## config.mk

```make
export PLATFORM = sky130hd
export DESIGN_NAME = ysyx_25020037_ifu
export DESIGN_NICKNAME = d
export VERILOG_FILES = /design/src/rtl/ysyx_25020037_pkg.sv /design/src/rtl/ysyx_25020037_reg.sv /design/src/rtl/ysyx_25020037_ifu.sv
export SDC_FILE = /design/constraint.sdc
export NUM_CORES = 1
export LEC_CHECK = 0
export CAP_MARGIN = 20
export CORE_ASPECT_RATIO = 0.5
export CORE_UTILIZATION = 38
export DETAILED_ROUTE_END_ITERATION = 16
export DONT_BUFFER_PORTS = 1
export PLACE_DENSITY_LB_ADDON = 0.3
export SLEW_MARGIN = 20
export SYNTH_ARGS = -nofsm -noshare
export SYNTH_HDL_FRONTEND = slang
export SYNTH_HIERARCHICAL = 1
export SYNTH_SLANG_ARGS = --single-unit
export TNS_END_PERCENT = 5
```

## constraint.sdc

```tcl
create_clock -name clk -period 3.28 [get_ports clk]
set_input_delay 0.984 -clock clk [delete_from_list [all_inputs] [get_ports clk]]
set_output_delay 0.984 -clock clk [all_outputs]
set_load 0.02 [all_outputs]
```

## src/rtl/ysyx_25020037_pkg.sv

```systemverilog
// ysyx_25020037_pkg
//   Shared definitions for the NPC front end: the IFU state encoding, the
//   AXI read-response code for OKAY, the default reset fetch address and the
//   canonical NOP encoding (addi x0, x0, 0).
package ysyx_25020037_pkg;

    typedef enum logic [2:0] {
        IFU_ADDR = 3'd0,
        IFU_DATA = 3'd1,
        IFU_OUT  = 3'd2,
        IFU_WAIT = 3'd3,
        IFU_HALT = 3'd4
    } ifu_state_t;

    localparam logic [1:0]  RESP_OKAY        = 2'b00;
    localparam logic [31:0] RESET_PC_DEFAULT = 32'h8000_0000;
    localparam logic [31:0] INST_NOP         = 32'h0000_0013;

endpackage

```

## src/rtl/ysyx_25020037_reg.sv

```systemverilog
// ysyx_25020037_reg
//   Parameterised-width D flip-flop with load enable, asynchronous
//   active-low reset and a configurable reset value.
//   Ports:
//     clk    in   clock, rising edge
//     rst_n  in   asynchronous active-low reset, loads RST_VAL
//     en     in   load enable
//     d      in   next value (WIDTH bits)
//     q      out  registered value (WIDTH bits)
module ysyx_25020037_reg #(
    parameter int unsigned       WIDTH   = 32,
    parameter logic [WIDTH-1:0]  RST_VAL = '0
) (
    input  logic             clk,
    input  logic             rst_n,
    input  logic             en,
    input  logic [WIDTH-1:0] d,
    output logic [WIDTH-1:0] q
);

    always_ff @(posedge clk or negedge rst_n) begin
        if (!rst_n) begin
            q <= RST_VAL;
        end else if (en) begin
            q <= d;
        end
    end

endmodule

```

## src/rtl/ysyx_25020037_ifu.sv

```systemverilog
// ysyx_25020037_ifu
//   Instruction fetch unit of the multi-cycle NPC. Holds the fetch PC, issues
//   one AXI4-Lite-style read per instruction, hands the fetched word and its
//   PC to decode over valid/ready, then waits for the next PC to be committed.
//
//   Ports:
//     clk, rst_n                      clock / async active-low reset
//     araddr, arvalid, arready        read address channel (IFU is master)
//     rdata, rresp, rvalid, rready    read data channel
//     inst, inst_pc, inst_valid,
//     inst_ready                      instruction output to decode
//     commit_valid, commit_pc         next PC from execute/writeback
//     exec_halt                       ebreak retired: stop fetching
//     fetch_fault                     sticky: non-OKAY read response
//     fetch_misalign                  sticky: misaligned commit_pc
//
//   Build option:
//     YSYX_25020037_IFU_MISALIGN_CHK_EN  when defined, a commit_pc with
//       nonzero low bits halts the IFU and sets fetch_misalign. When not
//       defined, the low bits are cleared and fetch_misalign is constant 0.
module ysyx_25020037_ifu
    import ysyx_25020037_pkg::*;
#(
    parameter logic [31:0] RESET_PC = RESET_PC_DEFAULT
) (
    input  logic        clk,
    input  logic        rst_n,
    output logic [31:0] araddr,
    output logic        arvalid,
    input  logic        arready,
    input  logic [31:0] rdata,
    input  logic [1:0]  rresp,
    input  logic        rvalid,
    output logic        rready,
    output logic [31:0] inst,
    output logic [31:0] inst_pc,
    output logic        inst_valid,
    input  logic        inst_ready,
    input  logic        commit_valid,
    input  logic [31:0] commit_pc,
    input  logic        exec_halt,
    output logic        fetch_fault,
    output logic        fetch_misalign
);

    logic [2:0]  state_q;
    ifu_state_t  state;
    ifu_state_t  state_n;

    logic [31:0] pc_q;
    logic        pc_en;
    logic        inst_en;

    logic        arvalid_q;
    logic        rready_q;
    logic        inst_valid_q;
    logic        fault_q;
    logic        halt_pend_q;

    logic        set_fault;
    logic        set_halt_pend;
    logic        set_misalign;
    logic        take_commit;
    logic        commit_bad;
    logic [31:0] commit_pc_eff;

    assign state = ifu_state_t'(state_q);

`ifdef YSYX_25020037_IFU_MISALIGN_CHK_EN
    assign commit_bad    = (commit_pc[1:0] != 2'b00);
    assign commit_pc_eff = commit_pc;
`else
    logic unused_nochk;
    assign commit_bad    = 1'b0;
    assign commit_pc_eff = {commit_pc[31:2], 2'b00};
    assign unused_nochk  = ^{commit_pc[1:0], set_misalign};
`endif

    // ------------------------------------------------------------------
    // Next-state logic
    // ------------------------------------------------------------------
    always_comb begin
        state_n       = state;
        pc_en         = 1'b0;
        inst_en       = 1'b0;
        set_fault     = 1'b0;
        set_halt_pend = 1'b0;
        set_misalign  = 1'b0;
        take_commit   = 1'b0;

        case (state)
            IFU_ADDR: begin
                // arvalid cannot be withdrawn once raised, so a halt here is
                // remembered and honoured when the data beat returns.
                set_halt_pend = exec_halt;
                if (arvalid_q && arready) begin
                    state_n = IFU_DATA;
                end
            end
            IFU_DATA: begin
                set_halt_pend = exec_halt;
                if (rready_q && rvalid) begin
                    if (rresp != RESP_OKAY) begin
                        set_fault = 1'b1;
                        state_n   = IFU_HALT;
                    end else if (halt_pend_q || exec_halt) begin
                        state_n = IFU_HALT;
                    end else begin
                        inst_en = 1'b1;
                        state_n = IFU_OUT;
                    end
                end
            end
            IFU_OUT: begin
                if (exec_halt) begin
                    state_n = IFU_HALT;
                end else if (inst_valid_q && inst_ready) begin
                    if (commit_valid) begin
                        take_commit = 1'b1;
                    end else begin
                        state_n = IFU_WAIT;
                    end
                end
            end
            IFU_WAIT: begin
                if (exec_halt) begin
                    state_n = IFU_HALT;
                end else if (commit_valid) begin
                    take_commit = 1'b1;
                end
            end
            IFU_HALT: begin
                state_n = IFU_HALT;
            end
            default: begin
                state_n = IFU_HALT;
            end
        endcase

        if (take_commit) begin
            if (commit_bad) begin
                set_misalign = 1'b1;
                state_n      = IFU_HALT;
            end else begin
                pc_en   = 1'b1;
                state_n = IFU_ADDR;
            end
        end
    end

    // ------------------------------------------------------------------
    // State and datapath registers
    // ------------------------------------------------------------------
    ysyx_25020037_reg #(.WIDTH(3), .RST_VAL(IFU_ADDR)) u_state (
        .clk   (clk),
        .rst_n (rst_n),
        .en    (1'b1),
        .d     (state_n),
        .q     (state_q)
    );

    ysyx_25020037_reg #(.WIDTH(32), .RST_VAL(RESET_PC)) u_pc (
        .clk   (clk),
        .rst_n (rst_n),
        .en    (pc_en),
        .d     (commit_pc_eff),
        .q     (pc_q)
    );

    ysyx_25020037_reg #(.WIDTH(32), .RST_VAL(32'h0)) u_inst (
        .clk   (clk),
        .rst_n (rst_n),
        .en    (inst_en),
        .d     (rdata),
        .q     (inst)
    );

    ysyx_25020037_reg #(.WIDTH(32), .RST_VAL(32'h0)) u_inst_pc (
        .clk   (clk),
        .rst_n (rst_n),
        .en    (inst_en),
        .d     (pc_q),
        .q     (inst_pc)
    );

    // Handshake outputs are registered copies of the next-state decode, so
    // they track the state yet stay low during reset (state resets to ADDR
    // but arvalid must only rise on the first cycle after reset release).
    always_ff @(posedge clk or negedge rst_n) begin
        if (!rst_n) begin
            arvalid_q    <= 1'b0;
            rready_q     <= 1'b0;
            inst_valid_q <= 1'b0;
            fault_q      <= 1'b0;
            halt_pend_q  <= 1'b0;
        end else begin
            arvalid_q    <= (state_n == IFU_ADDR);
            rready_q     <= (state_n == IFU_DATA);
            inst_valid_q <= (state_n == IFU_OUT);
            fault_q      <= fault_q | set_fault;
            halt_pend_q  <= halt_pend_q | set_halt_pend;
        end
    end

`ifdef YSYX_25020037_IFU_MISALIGN_CHK_EN
    logic misalign_q;

    always_ff @(posedge clk or negedge rst_n) begin
        if (!rst_n) begin
            misalign_q <= 1'b0;
        end else begin
            misalign_q <= misalign_q | set_misalign;
        end
    end

    assign fetch_misalign = misalign_q;
`else
    assign fetch_misalign = 1'b0;
`endif

    assign araddr      = pc_q;
    assign arvalid     = arvalid_q;
    assign rready      = rready_q;
    assign inst_valid  = inst_valid_q;
    assign fetch_fault = fault_q;

endmodule
```

==> summary.txt, run 1 <==
Setup path
  – FF-to-FF End: u_pc/q[16]
  – Setup crit end kind: flip-flop
  – Critical path class: in2reg
  – Worst Path Max Fanout: 21
  – Req. time, crit path: 3.49 ns
  – Critical R2R Launch: inst_valid
  – Setup crit start kind: primary input
  – Worst Path Arrival: 2.57 ns
  – Reg2Reg Setup Slack: between 1 and 1.5 ns
  – Reg2reg path depth: 5

Logic synthesis
  – Cells after synthesis: 245
  – Warnings, synthesis: 6
  – Adder-Cell Fraction of Synth Area: 0
  – Synth Area per Inst: roughly 18 sq um
  – Multiplexer area fraction after synthesis: 0.325
  – Syn Std Cell Area: 4470 sq um
  – Compound-Gate Fraction of Synth Area: 0.0165
  – Main combinational cell family by area after synthesis: multiplexers
  – Seq/Total Area, Yosys: 0.583
  – Post-synthesis simple-gate area fraction: 0.0218
  – Netlist cell types: 25
  – Yosys reg bits: between 100 and 150
  – XOR/XNOR Fraction of Synth Area: 0

CTS
  – Hold buffers post-CTS: 0
  – CTS tree: built
  – Worst-skew pair later-pin latency: 0.33 ns
  – Clk sinks: 104
  – Worst-path clk slew: ~0.07 ns
  – Cts bufs inserted: 9
  – Setup repair bufs after CTS: 0
  – CTS max path bufs: 2
  – Post-CTS resize count: 0
  – CTS H-tree lvls: 3
  – Clk root buf: clkbuf_16

Floorplan
  – # rows: 27
  – Core area: 11200 sq um
  – Die Wd: 155 um
  – Starting Density: 0.398
  – IO Pins: 174
  – DIE HEIGHT: between 70 and 80 um
  – DIE AREA: about 12000 sq um

STA
  – Final setup viols: 0
  – Setup TNS: 0 ns
  – Fin. Hold Viols: 0
  – Slew at the pin closest to its max-slew limit: 0.643 ns
  – RSZ-0062 raised after global routing: false
  – Max-slew violation count: 0
  – FMAX: between 400 and 500 MHz
  – Minimum clock period: 2.36 ns
  – Final WS setup: 0.923 ns
  – Slew HR: 0.566
  – Skew final: 0.00619 ns
  – Final period utilization: 0.719

Layout
  – # nets final: 322
  – Final Core Density: 0.432
  – Share of cells above drive strength 1: 0.480
  – Fillers: around 1000
  – Synthesis-to-layout area growth: 8.34%
  – Area taken by multi-input logic gates: ~1700 sq um
  – Register area: 2600 sq um
  – Ant. Diodes: 0

Place
  – RD Place Congestion: ~0.70
  – Post-place setup slack: roughly 0.57 ns
  – Detailed placement HPWL: around 5.5 mm
  – Port Buffers: 0

Routing
  – Detailed Route Iter0 Violations: 83
  – TritonRoute pass-1 iters: 4
  – WL per Instance: 19.6 um
  – Routed WL: 8.08 mm
  – Vias per std cell: 4.74
  – DRC viols: 0
  – Vias: 1958
  – Routed Antenna Nets: 0

GRT
  – GRT Util Overall: 0.134
  – Vias in the first global route: 2204
  – Global route total overflow: 0
  – Antenna violations before repair: 0
  – First-pass GRT wire length: 12.4 mm
  – Largest net degree at the start of global routing: between 100 and 150

Run
  – Max-cap violations: 0

Power and ir drop
  – Pwr dens: 539 nW/um^2
  – Max IR drop VDD: 0.226 mV
  – Leak pwr: 2.29 nW

Worst hold path
  – Hold Crit Class: in2async

Status
  – Status: complete, no violations
## through the flow
step / instance area (sq um) / instances / power (mW) / hold slack (ns)
2_1_floorplan: 4480 / 249 / 1.46 / 0.494
4_1_cts: 4840 / 413 / 2.65 / 0.320
3_5_place_dp: 4520 / 397 / 1.49 / 0.508
3_3_place_gp: 4520 / 397 / 1.49 / 0.504
6_report: 4840 / 413 / 2.61 / 0.340
5_1_grt: 4840 / 413 / 2.73 / 0.304
## worst max-delay path: stages
cell and delay, ns:
nand2b_1 0.14, or3_1 0.38, nor2_4 0.45, buf_12 0.27, mux2_4 0.32
## registers in the layout (all words and copies together) (netlist names)
signal,count
u_state/q,3
u_pc/q,32
u_inst/q,32
arvalid,1
inst_valid,1
u_inst_pc/q,32
rready,1
fetch_fault,1
halt_pend_q,1
## where the power goes
part	switching, mW	internal, mW
sequential	0.0645	1.31
clock	0.435	0.710
combinational	0.0447	0.0422
total	0.545	2.07
## synth_stat cells
master | n | area, sq um
nor3_1 | 2 | 10.0
mux2_2 | 9 | 101
o41ai_1 | 1 | 8.76
or3_1 | 1 | 6.26
a21o_2 | 1 | 8.76
nand2_1 | 1 | 3.75
nor2b_1 | 1 | 6.26
and3b_1 | 1 | 8.76
a21oi_1 | 4 | 20.0
or4b_4 | 1 | 13.8
dfstp_2 | 1 | 26.3
o22ai_1 | 1 | 6.26
nor2_1 | 4 | 15.0
nand4_1 | 1 | 6.26
o21bai_1 | 2 | 15.0
nand2b_1 | 1 | 6.26
nor4_4 | 1 | 21.3
a2111oi_2 | 1 | 15.0
dfrtp_1 | 103 | 2580
inv_1 | 3 | 11.3
conb_1 | 2 | 7.51
buf_4 | 1 | 7.51
buf_6 | 3 | 33.8
buf_12 | 9 | 180
mux2_4 | 90 | 1350
## cell type report
class,count,area share
sequential,104,0.538
timing repair buffer,2,0.00827
tap,159,0.0411
inverter,3,0.00233
clock buffer,13,0.0538
multi-input combinational,129,0.343
clock inverter,3,0.0134
## cell families (layout without fill, tap and decap cells)
| kind of cell | Yosys count | in the layout |
|---|---|---|
| AO/OA/AOI/OAI | 10 | 10 |
| buffers and inverters | 16 | 21 |
| flip-flops | 104 | 104 |
| multiplexers | 99 | 99 |
| other | 2 | 6 |
| AND/OR/NAND/NOR | 14 | 14 |
## cell usage in the layout (no fill, tap or decap), drive strengths merged
cell type    n
a2111oi      1
a21o         1
a21oi        4
and3b        1
buf          2
bufinv       2
clkbuf      13
clkinv       1
conb         6
dfrtp      103
dfstp        1
inv          3
mux2        99
nand2        1
nand2b       1
nand4        1
nor2         4
nor2b        1
nor3         2
nor4         1
o21bai       2
o22ai        1
o41ai        1
or3          1
or4b         1
## layer usage
| layer | routed length [um] | up-vias | global-route usage | part of all wire |
|---|---|---|---|---|
| met5 | 0 | - | 0 | 0 |
| met4 | 131 | 0 | 0.0451 | 0.016 |
| met1 | 3340 | 1013 | 0.156 | 0.41 |
| met2 | 4080 | 73 | 0.228 | 0.51 |
| met3 | 522 | 13 | 0.0519 | 0.065 |
| li1 | - | 859 | - | - |
## worst max path at each step
stage	from	endpoint	slack, ns	cells after the start
floorplan	exec_halt	u_pc/q[0]	1.04	6
finish	exec_halt	u_pc/q[16]	0.92	5
global route	exec_halt	u_pc/q[13]	0.88	5
detailed placement	exec_halt	u_pc/q[23]	0.57	5
CTS	exec_halt	u_pc/q[23]	0.92	5
global placement	exec_halt	u_pc/q[13]	0.63	5
Power figures use the tool's default switching activity.
==> run 2, diff against run 1 <==
==> constraint.sdc (replaced) <==
create_clock -name clk -period 2.3 [get_ports clk]
set_input_delay 0.69 -clock clk [delete_from_list [all_inputs] [get_ports clk]]
set_output_delay 0.69 -clock clk [all_outputs]
set_load 0.02 [all_outputs]
==> run 2 against run 1 <==
Effect of this change: sequential share of layout area up 0.45 points; clock power up 17%; critical path type is now reg2reg; via count up 3.0%; die area unchanged; cell area down 0.83%; register-to-register slack worse by 0.67 ns; non-clock buffer count up 2; critical endpoint is now u_pc/q[29]; critical path depth unchanged; first-iteration DRC count up 17%; utilization down 0.36 points; combinational power up 44%.
==> summary.txt, run 2 (same netlist as run 1, synthesis figures left out) <==
Floorplan
  – DIE HEIGHT: 78.7 um (unchanged)
  – Core area: 11200 sq um (unchanged)
  – Die Wd: 155 um (unchanged)
  – IO Pins: 174 (unchanged)
  – DIE AREA: 12200 sq um (unchanged)
  – Starting Density: 0.398 (unchanged)
  – # rows: 27 (unchanged)

CTS
  – Post-CTS resize count: 0 (unchanged)
  – Worst-skew pair later-pin latency: 0.34 ns (was 0.33 ns)
  – Clk sinks: 104 (unchanged)
  – Cts bufs inserted: 9 (unchanged)
  – CTS H-tree lvls: 3 (unchanged)
  – Hold buffers post-CTS: 0 (unchanged)
  – CTS tree: built (unchanged)
  – Worst-path clk slew: 0.07 ns (about the same)
  – Setup repair bufs after CTS: 0 (unchanged)
  – CTS max path bufs: 2 (unchanged)
  – Clk root buf: clkbuf_16 (unchanged)

Place
  – RD Place Congestion: 0.691 (was 0.704)
  – Dpl cells: 399 (was 397)
  – Placed inst area: 4540 sq um (was 4520 sq um)
  – Detailed placement HPWL: 5.64 mm (was 5.46 mm)
  – Port Buffers: 0 (unchanged)
  – Post-place setup slack: 0.187 ns (was 0.569 ns)

Routing
  – DRC viols: 0 (unchanged)
  – Routed WL: 8.15 mm (was 8.08 mm)
  – Detailed Route Iter0 Violations: 97 (was 83)
  – Vias per std cell: 4.86 (was 4.74)
  – WL per Instance: 19.6 um (about the same)
  – Vias: 2016 (was 1958)
  – Routed Antenna Nets: 0 (unchanged)
  – TritonRoute pass-1 iters: 4 (unchanged)

Layout
  – Final Non-Filler Cells: 415 (was 413)
  – Commonest non-fill, non-tap cell in the layout: dfrtp_1 (unchanged)
  – Largest regs: u_inst/q (32), u_inst_pc/q (32), u_pc/q (32) (unchanged)
  – Synthesis-to-layout area growth: 7.45% (was 8.34%)
  – Most frequent cells in the layout: dfrtp_1, mux2_4, clkbuf_16, mux2_2, conb_1 (unchanged)
  – Ant. Diodes: 0 (unchanged)
  – Fillers: 992 (was 998)
  – # nets final: 324 (was 322)
  – Final instance area: 4800 sq um (was 4840 sq um)
  – Share of cells above drive strength 1: 0.484 (was 0.480)

Setup path
  – Req. time, crit path: 2.53 ns (was 3.49 ns)
  – Worst Path Max Fanout: 11 (was 21)
  – Critical R2R Launch: inst_valid (unchanged)
  – Setup crit start kind: flip-flop (was primary input)
  – Crit path launch: inst_valid (was exec_halt)
  – Setup crit end kind: flip-flop (unchanged)
  – Critical path class: reg2reg (was in2reg)
  – Worst Path Arrival: 2.10 ns (was 2.57 ns)

Power and ir drop
  – Leak pwr: 2.28 nW (was 2.29 nW)
  – Pwr dens: 715 nW/um^2 (was 539 nW/um^2)
  – Net Switching: 0.775 mW (was 0.545 mW)
  – Internal Power: 2.66 mW (was 2.07 mW)
  – Sw Ratio: 0.226 (was 0.209)
  – Max IR drop VDD: 0.318 mV (was 0.226 mV)
  – Logic pwr share: 0.037 (was 0.033)
  – Power share of the sequential group: 0.572 (was 0.528)
  – Clock share of power: 0.391 (was 0.439)

STA
  – FMAX: roughly 530 MHz
  – Setup TNS: 0 ns (unchanged)
  – Final WS setup: 0.421 ns (was 0.923 ns)
  – Slew at the pin closest to its max-slew limit: 0.588 ns (was 0.643 ns)
  – RSZ-0062 raised after global routing: false (unchanged)
  – Final setup viols: 0 (unchanged)
  – Hold slack: 0.0425 ns (was 0.340 ns)
  – Slew HR: 0.603 (was 0.566)
  – Final period utilization: 0.817
  – Max-slew violation count: 0 (unchanged)
  – Minimum clock period: 1.88 ns
  – Fin. Hold Viols: 0 (unchanged)
  – Skew final: 0.00804 ns (was 0.00619 ns)

GRT
  – Global route total overflow: 0 (unchanged)
  – GR peak layer: met2 (unchanged)
  – Largest net degree at the start of global routing: 105 (unchanged)
  – Met3 usage in global routing: 0.0552 (was 0.0519)
  – Met1 Use GR: 0.163 (was 0.156)
  – GRT Util Overall: 0.138 (was 0.134)
  – First-pass GRT wire length: 12.7 mm (was 12.4 mm)
  – Met2 usage: 0.232 (was 0.228)
  – Antenna violations before repair: 0 (unchanged)
  – Vias in the first global route: 2182 (was 2204)

Worst hold path
  – Hold Crit Class: in2async (unchanged)

Run
  – Max-cap violations: 0 (unchanged)

Status
  – Status: complete, no violations (unchanged)
[run 2: cell count changes in the layout (fill, tap and decap cells not counted)]
cell and change:
buf_12 +1, bufinv_16 -2, buf_4 +1, clkinv_2 +4, clkbuf_8 -2
[run 2: final cells by class]
class / count / area [sq um] / share of cell area
inverter: 3 / 11.3 / 0.00235
multi-input combinational: 129 / 1660 / 0.346
timing repair buffer: 4 / 67.6 / 0.0141
clock buffer: 11 / 233 / 0.0485
sequential: 104 / 2600 / 0.542
tap: 159 / 199 / 0.0414
clock inverter: 5 / 25.0 / 0.00521
[run 2: worst paths after layout]
check                      slack, ns           end  cells after the start
setup / recovery                0.42    u_pc/q[29]                      5
hold / removal                  0.04  u_inst/q[10]                      0
setup reg to reg                0.42    u_pc/q[29]                      5
hold reg to reg                 0.52   halt_pend_q                      1
max in group asynchronous       2.04    u_pc/q[31]                      0
min in group clk                0.47   halt_pend_q                      1
[run 2: through the flow]
| stage | power [mW] | utilization |
|---|---|---|
| final | 3.43 | 0.428 |
| after global routing | 3.62 | 0.428 |
| after CTS | 3.50 | 0.428 |
| after detailed placement | 2.13 | 0.405 |
| after global placement | 2.12 | 0.405 |
| after floorplan | 2.09 | - |
[run 2: routing by layer]
layer	vias to the layer above	wire length, um
met5	-	0
met4	0	128
met2	75	4240
met3	11	535
met1	1064	3250
li1	866	-
[run 2: power by group through the flow]
| stage | clock [mW] | combinational, mW | sequential, mW |
|---|---|---|---|
| detailed placement | 0 | 0.125 | 2.00 |
| finish | 1.34 | 0.125 | 1.97 |
| CTS | 1.40 | 0.126 | 1.97 |
| global route | 1.51 | 0.140 | 1.97 |
| floorplan | 0 | 0.105 | 1.98 |
| global placement | 0 | 0.119 | 2.00 |
[run 2: worst max-delay path, stage by stage, from the launching register on]
cell	delay (ns)
dfrtp_1	0.46
a21oi_1	0.13
or3_1	0.41
nor2_4	0.14
buf_4	0.25
mux2_2	0.36
==> run 3, diff against run 2 <==
==> constraint.sdc (replaced) <==
create_clock -name clk -period 1.9 [get_ports clk]
set_input_delay 0.57 -clock clk [delete_from_list [all_inputs] [get_ports clk]]
set_output_delay 0.57 -clock clk [all_outputs]
set_load 0.02 [all_outputs]
==> run 3 against run 2 <==
Effect of this change: the run now ends with negative hold slack left; register-to-register slack worse by 0.34 ns; combinational power up 81%; cell area up 2.4%; die area unchanged; sequential power up 19%; critical path type unchanged.
==> summary.txt, run 3 (same netlist as run 1, synthesis figures left out) <==
Power and ir drop
  – Internal Power: 3.54 mW (was 2.66 mW)
  – Sw Ratio: 0.214 (was 0.226)
  – Leak pwr: 2.33 nW (was 2.28 nW)
  – Clock share of power: 0.429 (was 0.391)
  – Net Switching: 0.966 mW (was 0.775 mW)
  – Max IR drop VDD: 0.486 mV (was 0.318 mV)
  – Logic pwr share: 0.050 (was 0.037)
  – Pwr dens: 918 nW/um^2 (was 715 nW/um^2)
  – Power share of the sequential group: 0.521 (was 0.572)

Layout
  – Commonest non-fill, non-tap cell in the layout: dfrtp_1 (unchanged)
  – Ant. Diodes: 0 (unchanged)
  – Final Non-Filler Cells: 420 (was 415)
  – Most frequent cells in the layout: dfrtp_1, mux2_4, clkbuf_16, mux2_2, conb_1 (unchanged)
  – Largest regs: u_inst/q (32), u_inst_pc/q (32), u_pc/q (32) (unchanged)
  – Share of cells above drive strength 1: 0.502 (was 0.484)
  – Fillers: 1001 (was 992)
  – # nets final: 329 (was 324)
  – Synthesis-to-layout area growth: 10.0% (was 7.45%)
  – Final Core Density: 0.438 (was 0.428)

CTS
  – Worst-skew pair later-pin latency: 0.34 ns (about the same)
  – CTS H-tree lvls: 3 (unchanged)
  – Worst-path clk slew: 0.07 ns (about the same)
  – Clk root buf: clkbuf_16 (unchanged)
  – Clk sinks: 104 (unchanged)
  – Cts bufs inserted: 9 (unchanged)
  – CTS max path bufs: 2 (unchanged)
  – CTS tree: built (unchanged)

Routing
  – Vias per std cell: 4.68 (was 4.86)
  – Detailed Route Iter0 Violations: 68 (was 97)
  – WL per Instance: 19.1 um (was 19.6 um)
  – Routed WL: 8.01 mm (was 8.15 mm)
  – Routed Antenna Nets: 0 (unchanged)
  – DRC viols: 0 (unchanged)
  – Vias: 1966 (was 2016)
  – TritonRoute pass-1 iters: 3 (was 4)

STA
  – Slew HR: 0.577 (was 0.603)
  – Fin. Hold Viols: 103 (was 0)
  – Final period utilization: 0.960 (was 0.817)
  – RSZ-0062 raised after global routing: true (was false)
  – Setup TNS: 0 ns (unchanged)
  – Skew final: 0.0104 ns (was 0.00804 ns)
  – FMAX: 548 MHz (was 532 MHz)
  – Hold slack: -0.0715 ns (was 0.0425 ns)
  – Slew at the pin closest to its max-slew limit: 0.627 ns (was 0.588 ns)
  – Minimum clock period: 1.82 ns (was 1.88 ns)
  – Final setup viols: 0 (unchanged)
  – Max-slew violation count: 0 (unchanged)
  – Final WS setup: 0.0768 ns (was 0.421 ns)

Place
  – RD Place Congestion: 0.724 (was 0.691)
  – Post-place setup slack: -0.0370 ns (was 0.187 ns)
  – Port Buffers: 0 (unchanged)
  – Dpl cells: 404 (was 399)
  – Detailed placement HPWL: 5.54 mm (was 5.64 mm)

Setup path
  – Critical Path, Cell by Cell: nand2b_1 -> or3_1 -> nor2_4 -> buf_12 -> mux2_4 (was a21oi_1 -> or3_1 -> nor2_4 -> buf_4 -> mux2_2)
  – Reg2reg path depth: 5 (unchanged)
  – Worst Path Max Fanout: 21 (was 11)
  – Critical path class: reg2reg (unchanged)
  – Slowest stage delay, CP: 0.49 ns (was 0.46 ns)
  – Req. time, crit path: 2.12 ns (was 2.53 ns)
  – Worst Path Arrival: 2.04 ns (was 2.10 ns)
  – Setup crit end kind: flip-flop (unchanged)
  – Setup crit start kind: flip-flop (unchanged)
  – Slowest cell on crit path: dfrtp_1 (unchanged)

Floorplan
  – DIE AREA: 12200 sq um (unchanged)
  – # rows: 27 (unchanged)
  – IO Pins: 174 (unchanged)
  – Starting Density: 0.398 (unchanged)
  – DIE HEIGHT: 78.7 um (unchanged)
  – Die Wd: 155 um (unchanged)
  – Core area: 11200 sq um (unchanged)

Status
  – Failing checks: negative hold slack
  – Status: finished, violations left (was complete, no violations)

GRT
  – Antenna violations before repair: 0 (unchanged)
  – Largest net degree at the start of global routing: 105 (unchanged)
  – Vias in the first global route: 2203 (was 2182)
  – First-pass GRT wire length: 12.5 mm (was 12.7 mm)
  – GRT Util Overall: 0.135 (was 0.138)
  – Global route total overflow: 0 (unchanged)

Worst hold path
  – Hold Crit Class: in2async (unchanged)

Run
  – Max-cap violations: 0 (unchanged)
==> run 3: changes by cell type in the layout (fill, tap and decap cells not counted), sizes merged <==
cell,change
buf,+5
clkinv,-4
clkbuf,+3
bufinv,+1
==> run 3: worst paths after layout <==
check,endpoint,slack (ns),from
max,u_pc/q[23],0.08,u_state/q[1]
min,u_inst/q[10],-0.07,rst_n
max reg2reg,u_pc/q[23],0.08,u_state/q[1]
min reg2reg,halt_pend_q,0.52,halt_pend_q
max in group asynchronous,u_pc/q[31],1.76,rst_n
min in group clk,halt_pend_q,0.35,exec_halt
==> run 3: worst max-delay path, delay by kind of cell, from the launching register on <==
family | cells | cell delay, ns
buffers and inverters | 1 | 0.22
muxes | 1 | 0.32
and+or+nand+nor | 3 | 0.65
DFF | 1 | 0.49
==> run 3: power groups by stage <==
stage,registers [mW],logic (mW),clock network (mW)
detailed placement,2.39,0.223,0
global placement,2.39,0.215,0
finish,2.35,0.226,1.94
floorplan,2.40,0.128,0
global route,2.35,0.257,2.09
CTS,2.35,0.225,1.98
==> run 3: cell type report <==
cell class	count	area, sq um	share of cell area
Sequential cell	104	2600	0.530
Multi-Input combinational cell	129	1660	0.339
Clock buffer	14	284	0.0578
Tap cell	159	199	0.0405
Timing Repair Buffer	9	118	0.0239
Clock inverter	2	35.0	0.00713
Inverter	3	11.3	0.00229
==> run 3: repair_timing <==
item | in CTS | in global routing
setup endpoints to repair | 0 | 3
endpoints found under the hold margin | 103 | 103
buffers inserted | 0 | 0
resized for setup | 0 | 1
==> run 3: routing by layer <==
layer,GRT usage,share of wire,up-vias
li1,-,-,869
met1,0.164,0.42,1016
met5,0,0,-
met2,0.226,0.51,72
met4,0.0480,0.014,0
met3,0.0409,0.062,9
==> run 3: through the flow <==
| step | power [mW] | area [sq um] |
|---|---|---|
| floorplan | 2.53 | 4480 |
| global placement | 2.60 | 4590 |
| detailed placement | 2.61 | 4590 |
| CTS | 4.56 | 4910 |
| global route | 4.70 | 4910 |
| finish | 4.51 | 4910 |
